## src/rtl/rstatus_exception_queue_pkg.sv

```systemverilog
// Shared opcode/ALU constants, status codes and the overflow-fault classifier
// used by the rstatus exception queue.
package rstatus_pkg;

    localparam int CODE_WIDTH = 3;

    localparam logic [4:0] OP_RTYPE = 5'b00000;
    localparam logic [4:0] OP_ADDI  = 5'b00101;

    localparam logic [4:0] ALU_ADD = 5'b00000;
    localparam logic [4:0] ALU_SUB = 5'b00001;
    localparam logic [4:0] ALU_MUL = 5'b00110;
    localparam logic [4:0] ALU_DIV = 5'b00111;

    typedef enum logic [CODE_WIDTH-1:0] {
        RS_NONE = 3'd0,
        RS_ADD  = 3'd1,
        RS_ADDI = 3'd2,
        RS_SUB  = 3'd3,
        RS_MUL  = 3'd4,
        RS_DIV  = 3'd5
    } rs_code_e;

    // Order matters: addi wins over any ALU field, and mul/div match on the ALU field alone.
    function automatic rs_code_e classify(input logic [4:0] opcode, input logic [4:0] alu_op);
        if (opcode == OP_RTYPE && alu_op == ALU_ADD) return RS_ADD;
        if (opcode == OP_ADDI)                       return RS_ADDI;
        if (opcode == OP_RTYPE && alu_op == ALU_SUB) return RS_SUB;
        if (alu_op == ALU_MUL)                       return RS_MUL;
        if (alu_op == ALU_DIV)                       return RS_DIV;
        return RS_NONE;
    endfunction

endpackage

```

## src/rtl/rstatus_exception_queue_if.sv

```systemverilog
// Ready/valid write port carrying $rstatus updates from the exception queue to writeback.
interface rstatus_exception_queue_if #(
    parameter int DATA_WIDTH = 32
);
    logic                  wb_valid;
    logic                  wb_ready;
    logic [4:0]            wb_reg;
    logic [DATA_WIDTH-1:0] wb_data;

    modport master (output wb_valid, output wb_reg, output wb_data, input wb_ready);
    modport slave  (input wb_valid, input wb_reg, input wb_data, output wb_ready);
endinterface

```

## src/rtl/rstatus_exception_queue_fifo.sv

```systemverilog
// Synchronous FIFO of status codes; pointers carry one extra wrap bit so that
// full and empty are distinguishable without an occupancy counter.
module rstatus_fifo #(
    parameter int DEPTH      = 4,
    parameter int CODE_WIDTH = 3
) (
    input  logic                  clock,
    input  logic                  reset,
    input  logic                  push,
    input  logic [CODE_WIDTH-1:0] push_data,
    input  logic                  pop,
    output logic [CODE_WIDTH-1:0] head_data,
    output logic                  full,
    output logic                  empty
);
    localparam int AW = $clog2(DEPTH);

    logic [AW:0]           wr_ptr;
    logic [AW:0]           rd_ptr;
    logic [CODE_WIDTH-1:0] mem [DEPTH];
    logic                  do_push;
    logic                  do_pop;

    assign empty = (wr_ptr == rd_ptr);
    assign full  = (wr_ptr[AW] != rd_ptr[AW]) && (wr_ptr[AW-1:0] == rd_ptr[AW-1:0]);

    // A pop on a full FIFO frees the slot the same cycle, so the push may proceed.
    assign do_pop  = pop & ~empty;
    assign do_push = push & (~full | do_pop);

    always_ff @(posedge clock or posedge reset) begin
        if (reset) begin
            wr_ptr <= '0;
            rd_ptr <= '0;
        end else begin
            if (do_push) wr_ptr <= wr_ptr + 1'b1;
            if (do_pop)  rd_ptr <= rd_ptr + 1'b1;
        end
    end

    always_ff @(posedge clock) begin
        if (do_push) mem[wr_ptr[AW-1:0]] <= push_data;
    end

    assign head_data = mem[rd_ptr[AW-1:0]];

endmodule

```

## src/rtl/rstatus_exception_queue.sv

```systemverilog
// Classifies execute-stage overflow faults, queues their status codes and
// presents each one to writeback as a write of $rstatus.
module rstatus_exception_queue
    import rstatus_pkg::*;
#(
    parameter int         DATA_WIDTH  = 32,
    parameter int         DEPTH       = 4,
    parameter int         CNT_WIDTH   = 8,
    parameter logic [4:0] RSTATUS_REG = 5'd30
) (
    input  logic                  clock,
    input  logic                  reset,
    input  logic                  ex_valid,
    input  logic [4:0]            ex_opcode,
    input  logic [4:0]            ex_alu_op,
    input  logic                  ex_ovf,
    input  logic                  ex_flush,
    input  logic                  clr_sticky,
    rstatus_exception_queue_if.master wb,
    output logic [DATA_WIDTH-1:0] status_last,
    output logic [CNT_WIDTH-1:0]  exc_count,
    output logic                  fifo_full,
    output logic                  drop_sticky
);
    localparam logic [CNT_WIDTH-1:0] CNT_MAX = '1;

    rs_code_e              code;
    logic                  fault;
    logic                  pop;
    logic                  push;
    logic                  drop;
    logic                  fifo_empty;
    logic [CODE_WIDTH-1:0] head_code;

    assign code  = classify(ex_opcode, ex_alu_op);
    assign fault = ex_valid & ex_ovf & ~ex_flush & (code != RS_NONE);
    assign pop   = wb.wb_valid & wb.wb_ready;
    assign push  = fault & (~fifo_full | pop);
    assign drop  = fault & fifo_full & ~pop;

    rstatus_fifo #(
        .DEPTH      (DEPTH),
        .CODE_WIDTH (CODE_WIDTH)
    ) u_fifo (
        .clock     (clock),
        .reset     (reset),
        .push      (push),
        .push_data (code),
        .pop       (pop),
        .head_data (head_code),
        .full      (fifo_full),
        .empty     (fifo_empty)
    );

    // Writeback sees only registered FIFO state; the head is masked to zero when empty
    // so the unreset storage never leaks onto wb_data.
    assign wb.wb_valid = ~fifo_empty;
    assign wb.wb_reg   = RSTATUS_REG;
    assign wb.wb_data  = fifo_empty ? '0 : DATA_WIDTH'(head_code);

    always_ff @(posedge clock or posedge reset) begin
        if (reset) begin
            exc_count <= '0;
        end else if (fault && exc_count != CNT_MAX) begin
            exc_count <= exc_count + 1'b1;
        end
    end

    // A fault in the same cycle as clr_sticky takes precedence for the last code.
    always_ff @(posedge clock or posedge reset) begin
        if (reset) begin
            status_last <= '0;
        end else if (fault) begin
            status_last <= DATA_WIDTH'(code);
        end else if (clr_sticky) begin
            status_last <= '0;
        end
    end

    always_ff @(posedge clock or posedge reset) begin
        if (reset) begin
            drop_sticky <= 1'b0;
        end else if (drop) begin
            drop_sticky <= 1'b1;
        end else if (clr_sticky) begin
            drop_sticky <= 1'b0;
        end
    end

endmodule

```

## src/flat_wrapper.sv

```systemverilog
// flat-port wrapper written by rule: the top's interface ports become plain ports
module rstatus_exception_queue_flat import rstatus_pkg::*;
#(
    parameter int         DATA_WIDTH  = 32,
    parameter int         DEPTH       = 4,
    parameter int         CNT_WIDTH   = 8,
    parameter logic [4:0] RSTATUS_REG = 5'd30
)
  (clock, reset, ex_valid, ex_opcode, ex_alu_op, ex_ovf, ex_flush, clr_sticky, status_last, exc_count, fifo_full, drop_sticky, wb_wb_valid, wb_wb_reg, wb_wb_data, wb_wb_ready);
  rstatus_exception_queue_if #(.DATA_WIDTH(DATA_WIDTH)) wb_i ();
  input  logic clock;
  input  logic reset;
  input  logic ex_valid;
  input  logic [4:0] ex_opcode;
  input  logic [4:0] ex_alu_op;
  input  logic ex_ovf;
  input  logic ex_flush;
  input  logic clr_sticky;
  output logic [DATA_WIDTH-1:0] status_last;
  output logic [CNT_WIDTH-1:0] exc_count;
  output logic fifo_full;
  output logic drop_sticky;
  output wire logic [$bits(wb_i.wb_valid)-1:0] wb_wb_valid;
  output wire logic [$bits(wb_i.wb_reg)-1:0] wb_wb_reg;
  output wire logic [$bits(wb_i.wb_data)-1:0] wb_wb_data;
  input wire logic [$bits(wb_i.wb_ready)-1:0] wb_wb_ready;
  assign wb_wb_valid = wb_i.wb_valid;
  assign wb_wb_reg = wb_i.wb_reg;
  assign wb_wb_data = wb_i.wb_data;
  assign wb_i.wb_ready = wb_wb_ready;
  rstatus_exception_queue #(.DATA_WIDTH(DATA_WIDTH), .DEPTH(DEPTH), .CNT_WIDTH(CNT_WIDTH), .RSTATUS_REG(RSTATUS_REG)) u_core (.clock(clock), .reset(reset), .ex_valid(ex_valid), .ex_opcode(ex_opcode), .ex_alu_op(ex_alu_op), .ex_ovf(ex_ovf), .ex_flush(ex_flush), .clr_sticky(clr_sticky), .wb(wb_i), .status_last(status_last), .exc_count(exc_count), .fifo_full(fifo_full), .drop_sticky(drop_sticky));
endmodule
```

## config.mk

```make
export PLATFORM = sky130hd
export DESIGN_NAME = rstatus_exception_queue_flat
export DESIGN_NICKNAME = d
export VERILOG_FILES = /design/src/rtl/rstatus_exception_queue_pkg.sv /design/src/rtl/rstatus_exception_queue_if.sv /design/src/rtl/rstatus_exception_queue_fifo.sv /design/src/rtl/rstatus_exception_queue.sv /design/src/flat_wrapper.sv
export SDC_FILE = /design/constraint.sdc
export NUM_CORES = 1
export LEC_CHECK = 0
export CORE_MARGIN = 2
export CORE_UTILIZATION = 25
export CTS_CLUSTER_DIAMETER = 200
export CTS_CLUSTER_SIZE = 24
export DETAILED_ROUTE_END_ITERATION = 8
export SETUP_SLACK_MARGIN = 0.5
export SYNTH_ARGS = -nofsm -noshare
export SYNTH_HDL_FRONTEND = slang
export SYNTH_SLANG_ARGS = --single-unit
```

## constraint.sdc

```tcl
create_clock -name clock -period 2.3 [get_ports clock]
set_clock_uncertainty 0.1 [all_clocks]
set_input_delay 0.345 -clock clock [delete_from_list [all_inputs] [get_ports clock]]
set_output_delay 0.345 -clock clock [all_outputs]
set_load 0.02 [all_outputs]
```

======== Word level (Yosys, flattened, before mapping) ========
Memories as Yosys holds them, arrays and structs flattened.
Index checks and enable logic that the tools add are counted.
word-level totals
  register bits ........................... 47
  memory bits (writable) .................. 12
  word-level logic and storage cells ...... 73
  memories kept ........................... 1
  bits of input ports ..................... 17
memory list
  name               words  width  rd ports  clocked after Yosys merged registers in  wr ports  line                                text
  u_core.u_fifo.mem  4      3      1         0                                        1         rstatus_exception_queue_fifo.sv:20  logic [CODE_WIDTH-1:0] mem [DEPTH];
operators by class
  equal/unequal tests ..................... 8
  bitwise logic cells ..................... 15
  add/subtract/negate cells ............... 3
  reductions and logical operators ........ 9
  multiplexer cells ....................... 32
operator list
  cell                                                  count
  2-to-1 mux 32 bit                                     2
  2-to-1 mux 3 bit                                      11
  2-to-1 mux 1 bit                                      19
  equality test 5 x 3 -> 1 bit (second input constant)  3
  logical NOT 5 bit                                     2
  bitwise AND 1 bit                                     9
  adder 8 x 1 -> 8 bit (second input constant)          1
  != test 8 bit (second input constant)                 1
  adder 3 x 1 -> 3 bit (second input constant)          2
  equality test 5 x 1 -> 1 bit (second input constant)  1
  logical AND 1 bit                                     4
  NOT 1 bit                                             4
  nonzero test 2 bit                                    2
  equality test 3 bit                                   1
  nonzero test 3 bit                                    1
  equality test 2 bit                                   1
  bitwise OR 1 bit                                      2
  != test 1 bit                                         1

======== Longest topological paths before layout ========
  word-level depth ........................ 24
  gate-level depth with buffers ........... 6

======== Hierarchy ========
A second synthesis with hierarchy kept.
second synthesis, totals
  cell total of the unflattened synthesis .. 195
  area, all modules ....................... 2,140.8 um^2
by module, submodules not included
  module                   area an instance (um^2)  cells each  instances
  rstatus_exception_queue  1,260.0                  143         1
  rstatus_fifo             880.8                    52          1

======== Worst setup path before layout ========
OpenSTA, ideal clock, no wires.
  kind .................................... register to register
  start ................................... register u_core.exc_count[0]
  end ..................................... register u_core.exc_count[1]
  data required time ...................... 2,075 ps
  data arrival time ....................... 1,625 ps
  path buffers ............................ 0
  library setup time ...................... 125 ps
  cell stages (with the launch flop) ...... 6
  setup slack ............................. 450 ps
  cell sequence ........................... dfrtp_1 > ha_1 > nand2_1 > or3_1 > and2_1 > mux2_2
on the way
  cells in the longest elaborated chain, start to end .. 2
RTL lines
  what                                                                          line                           text
  start, declared                                                               rstatus_exception_queue.sv:21  output logic [CNT_WIDTH-1:0] exc_count,
  start signal, assigned                                                        rstatus_exception_queue.sv:65  exc_count <= exc_count + 1'b1;
  parallel branches: the longest is 2 deep, another holds adder 8 x 1 -> 8 bit  n/a
Parallel ways; which one is timed is not known.
A chain may end at the register's enable or synchronous reset.

======== Final worst setup path ========
  start ................................... register u_core.u_fifo.rd_ptr[0]
  end ..................................... output wb_wb_data[2]
on the way
  cells in the longest elaborated chain, start to end .. 2
RTL lines
  what                                                       line                                text
  start, declared                                            rstatus_exception_queue_fifo.sv:19  logic [AW:0] rd_ptr;
  start signal, assigned                                     rstatus_exception_queue_fifo.sv:37  if (do_pop) rd_ptr <= rd_ptr + 1'b1;
  memory (4 x 3 bit) or equality test 3 bit (tied branches)  n/a
  2-to-1 mux 3 bit *                                         rstatus_exception_queue.sv:59       assign wb.wb_data = fifo_empty ? '0 : DATA_WIDTH'(head_code);
  end, declared                                              flat_wrapper.sv:25                  output wire logic [$bits(wb_i.wb_data)-1:0] wb_wb_data;
Mark *: on every way between the ends. The rest lies on a longest branch, timed or not.

==> flow_results.xml <==
<?xml version="1.0" encoding="UTF-8"?>
<metrics>
  <group name="global_route">
    <metric name="grt.overflow.total" unit="">0</metric>
    <metric name="first_global_vias" unit="">1166</metric>
    <metric name="grt_first_pass_wirelength" unit="µm">5370</metric>
    <metric name="number_of_antenna_violations_at_the_first_check_in_global_routing" unit="">0</metric>
    <metric name="grt_max_degree" unit="">19</metric>
    <metric name="groute.usage.overall" unit="">0.0792</metric>
  </group>
  <group name="yosys">
    <metric name="synth_sequential_area_ratio" unit="">0.404</metric>
    <metric name="post_synth_instance_area" unit="µm²">2010</metric>
    <metric name="ys.flop_type" unit="">dfrtp_1</metric>
    <metric name="synth-async-reset-ratio" unit="">0.600</metric>
    <metric name="synth_edf_count" unit="">12</metric>
    <metric name="synth_top_area_share" unit="">0.239</metric>
    <metric name="synth-seq-cells" unit="">30</metric>
    <metric name="ys_top_cells_by_area" unit="">buf_4, dfrtp_1, edfxtp_1, xnor2_1, ha_1</metric>
    <metric name="yosys_warnings" unit="">0</metric>
    <metric name="avgSynthCellArea" unit="µm²">11.0</metric>
    <metric name="cell_type_with_the_highest_aggregate_area_in_the_netlist" unit="">buf_4</metric>
    <metric name="yosysUniqueCellTypes" unit="">36</metric>
    <metric name="synthCells" unit="">182</metric>
  </group>
  <group name="sta">
    <metric name="finalSetupViolations" unit="">0</metric>
    <metric name="worstMarginPinSlew" unit="ns">0.697</metric>
    <metric name="fmaxAchievable" unit="MHz">517</metric>
    <metric name="min_period_over_period" unit="">0.841</metric>
    <metric name="final.setup.worst_slack" unit="ns">0.366</metric>
    <metric name="timing.final.hold_violations" unit="">0</metric>
    <metric name="post-route-min-period" unit="ns">1.93</metric>
    <metric name="final-max-slew-violation-count" unit="">0</metric>
    <metric name="rsz0062_at_grt" unit="">yes</metric>
    <metric name="max-slew-margin-rel" unit="">0.535</metric>
  </group>
  <group name="finish">
    <metric name="layout_cells_sized_above_1" unit="">0.301</metric>
    <metric name="regArea" unit="µm²">817</metric>
    <metric name="final_nets" unit="">261</metric>
    <metric name="multiInputGateArea" unit="µm²">1020</metric>
    <metric name="antenna_cells_inserted" unit="">0</metric>
    <metric name="syn2layout_area_growth" unit="%">29.1</metric>
    <metric name="leading_cell_type_in_the_layout_fill_and_taps_excluded" unit="">conb_1</metric>
    <metric name="top_library_cells_by_usage_in_the_layout_fill_and_taps_aside" unit="">conb_1, buf_4, clkdlybuf4s50_1, dfrtp_1, edfxtp_1</metric>
    <metric name="num-fill-cells" unit="">799</metric>
  </group>
  <group name="clocking">
    <metric name="clock_sinks" unit="">30</metric>
    <metric name="cts.hold.buffers_added" unit="">0</metric>
    <metric name="clock_tree_from_tritoncts" unit="">done</metric>
    <metric name="cts_bufs_inserted" unit="">5</metric>
    <metric name="clk_latency" unit="ns">0.27</metric>
    <metric name="cts.root.buffer_cell" unit="">clkbuf_8</metric>
    <metric name="ctsHtreeMaxLevel" unit="">2</metric>
    <metric name="max-clock-path-buffers" unit="">2</metric>
    <metric name="worst_setup_hold_path_clk_slew" unit="ns">0.06</metric>
  </group>
  <group name="worst_setup_path">
    <metric name="crit_path_start_kind" unit="">flop</metric>
    <metric name="worstSetupStartpoint" unit="">u_core.u_fifo.rd_ptr[0]$_DFFE_PP0P_</metric>
    <metric name="timing.critical_path.slowest_stage_cell" unit="">mux4_2</metric>
    <metric name="worst-r2r-cell-count" unit="">7</metric>
    <metric name="critical_path.cell_chain" unit="">mux4_2 &gt; and2_4 &gt; buf_6</metric>
    <metric name="worst_r2r_startpoint" unit="">u_core.exc_count[1]$_DFFE_PP0P_</metric>
    <metric name="critical_path.max_fanout" unit="">5</metric>
    <metric name="r2r_end" unit="">u_core.exc_count[0]$_DFFE_PP0P_</metric>
    <metric name="setup.worst_path.class" unit="">reg -&gt; out</metric>
    <metric name="regToRegSetupSlack" unit="ns">0.52</metric>
    <metric name="arrival" unit="ns">1.49</metric>
    <metric name="critical_path.endpoint_type" unit="">output port</metric>
    <metric name="max_stage_delay" unit="ns">0.51</metric>
    <metric name="crit_required" unit="ns">1.86</metric>
  </group>
  <group name="route">
    <metric name="ant_nets" unit="">0</metric>
    <metric name="detailedRoute.firstPassIterationCount" unit="">4</metric>
    <metric name="detail_route.vias_per_cell" unit="">3.68</metric>
    <metric name="dr_total_vias" unit="">1256</metric>
    <metric name="drt-wirelength-per-cell" unit="µm">10.1</metric>
    <metric name="remaining_drc_errors" unit="">0</metric>
    <metric name="detail_route.iter0.violations" unit="">22</metric>
    <metric name="wl" unit="µm">3450</metric>
  </group>
  <group name="floorplanning">
    <metric name="row_count" unit="">32</metric>
    <metric name="die_h" unit="µm">93.6</metric>
    <metric name="io_pins" unit="">97</metric>
    <metric name="die_area" unit="µm²">8760</metric>
    <metric name="floorplan.initialDensity" unit="">0.258</metric>
    <metric name="core" unit="µm²">7770</metric>
    <metric name="chipWidth" unit="µm">93.6</metric>
  </group>
  <group name="place">
    <metric name="dp_slack" unit="ns">-0.0611</metric>
    <metric name="numPortBuffers" unit="">33</metric>
    <metric name="place.detailed.hpwl" unit="µm">2720</metric>
    <metric name="placer_congestion_estimate" unit="">0.756</metric>
  </group>
  <group name="pwr">
    <metric name="power_density" unit="nW/µm²">864</metric>
    <metric name="post-layout-total-power" unit="mW">2.24</metric>
    <metric name="vdd.ir_drop.worst" unit="V">0.000352</metric>
    <metric name="leakagePower" unit="nW">1.21</metric>
  </group>
  <group name="min_path">
    <metric name="hp-class" unit="">in -&gt; async</metric>
  </group>
  <group name="flow_run">
    <metric name="cap_violations" unit="">0</metric>
  </group>
  <group name="outcome">
    <metric name="status" unit="">finished clean</metric>
  </group>
</metrics>
[layout make-up]
class / count / area share
Clock inverter: 3 / 0.0246
Multi-Input combinational cell: 144 / 0.394
Clock buffer: 5 / 0.0266
Tap cell: 102 / 0.0493
Timing Repair Buffer: 53 / 0.185
Sequential cell: 30 / 0.315
Inverter: 4 / 0.00579
[synthesized netlist by cell type (2+ instances only)]
cell type  instances
nand3_1            8
a32oi_1            2
and3_1             3
xnor2_1            9
edfxtp_1          12
nand2b_1           2
conb_1             2
a22o_1             2
dfrtp_1           18
nand4_1            4
ha_1               6
nand2_1            7
mux4_2             3
nor2b_1            3
inv_1              4
mux2_2             5
buf_4             64
nor2_1             6
and2_1             5
[flip-flops by register name (all words and copies together) (netlist names)]
| signal | count |
|---|---|
| u_core.drop_sticky | 1 |
| u_core.u_fifo.rd_ptr | 3 |
| u_core.exc_count | 8 |
| u_core.u_fifo.mem | 12 |
| u_core.status_last | 3 |
| u_core.u_fifo.wr_ptr | 3 |
[worst max path at each step]
stage | endpoint | slack (ns) | cells past startpoint
3_3_place_gp | u_core.exc_count[1]$_DFFE_PP0P_ | -0.01 | 6
4_1_cts | wb_wb_data[0] | 0.35 | 3
5_1_grt | wb_wb_data[2] | 0.30 | 3
6_report | wb_wb_data[2] | 0.37 | 3
3_5_place_dp | u_core.exc_count[1]$_DFFE_PP0P_ | -0.06 | 6
2_1_floorplan | u_core.exc_count[1]$_DFFE_PP0P_ | 0.52 | 5
[metal layers]
layer	track usage	up-vias	routed length, µm
met5	0	-	0
met4	0.0254	0	43
met3	0.0242	7	195
met2	0.135	50	1790
met1	0.0951	602	1420
li1	-	597	-
[per-stage QoR]
step / instances / setup TNS, ns / hold WS, ns / util / instance area, µm²
final: 341 / 0 / 0.376 / 0.334 / 2590
after global routing: 341 / 0 / 0.413 / 0.334 / 2590
after CTS: 334 / 0 / 0.402 / 0.322 / 2500
after detailed placement: 323 / -0.0861 / 0.385 / 0.293 / 2280
after global placement: 323 / -0.0124 / 0.387 / 0.293 / 2280
after floorplan: 243 / 0 / 0.183 / - / 2240
[power by group]
group	internal, mW	leakage [nW]	switching (mW)
combinational	0.458	0.799	0.434
clock	0.428	0.0658	0.192
sequential	0.627	0.341	0.100
total	1.51	1.21	0.725
[logic make-up (layout without fill, tap and decap cells)]
family	after synthesis	count (layout)	synth area share
buf+inv	69	65	0.252
flops	30	30	0.404
xor+xnor	12	12	0.0599
mux	8	8	0.0617
simple gates	48	48	0.147
other cells	2	63	0.00374
fa+ha+maj	6	6	0.0374
compound gates	7	7	0.0337
[what timing repair did]
| item | CTS | global route |
|---|---|---|
| resized for setup | 52 | 17 |
| pin swaps | 10 | 13 |
| setup endpoints to repair | 33 | 22 |
| buffers inserted | 3 | 7 |
[worst max-delay path: cells and delay by family, from the launching register on]
family                 cells  cell delay, ns
muxes                      1            0.51
DFF                        1            0.44
and+or+nand+nor            1            0.15
buffers and inverters      1            0.12
Note: power is estimated with default switching activity, not from simulation.
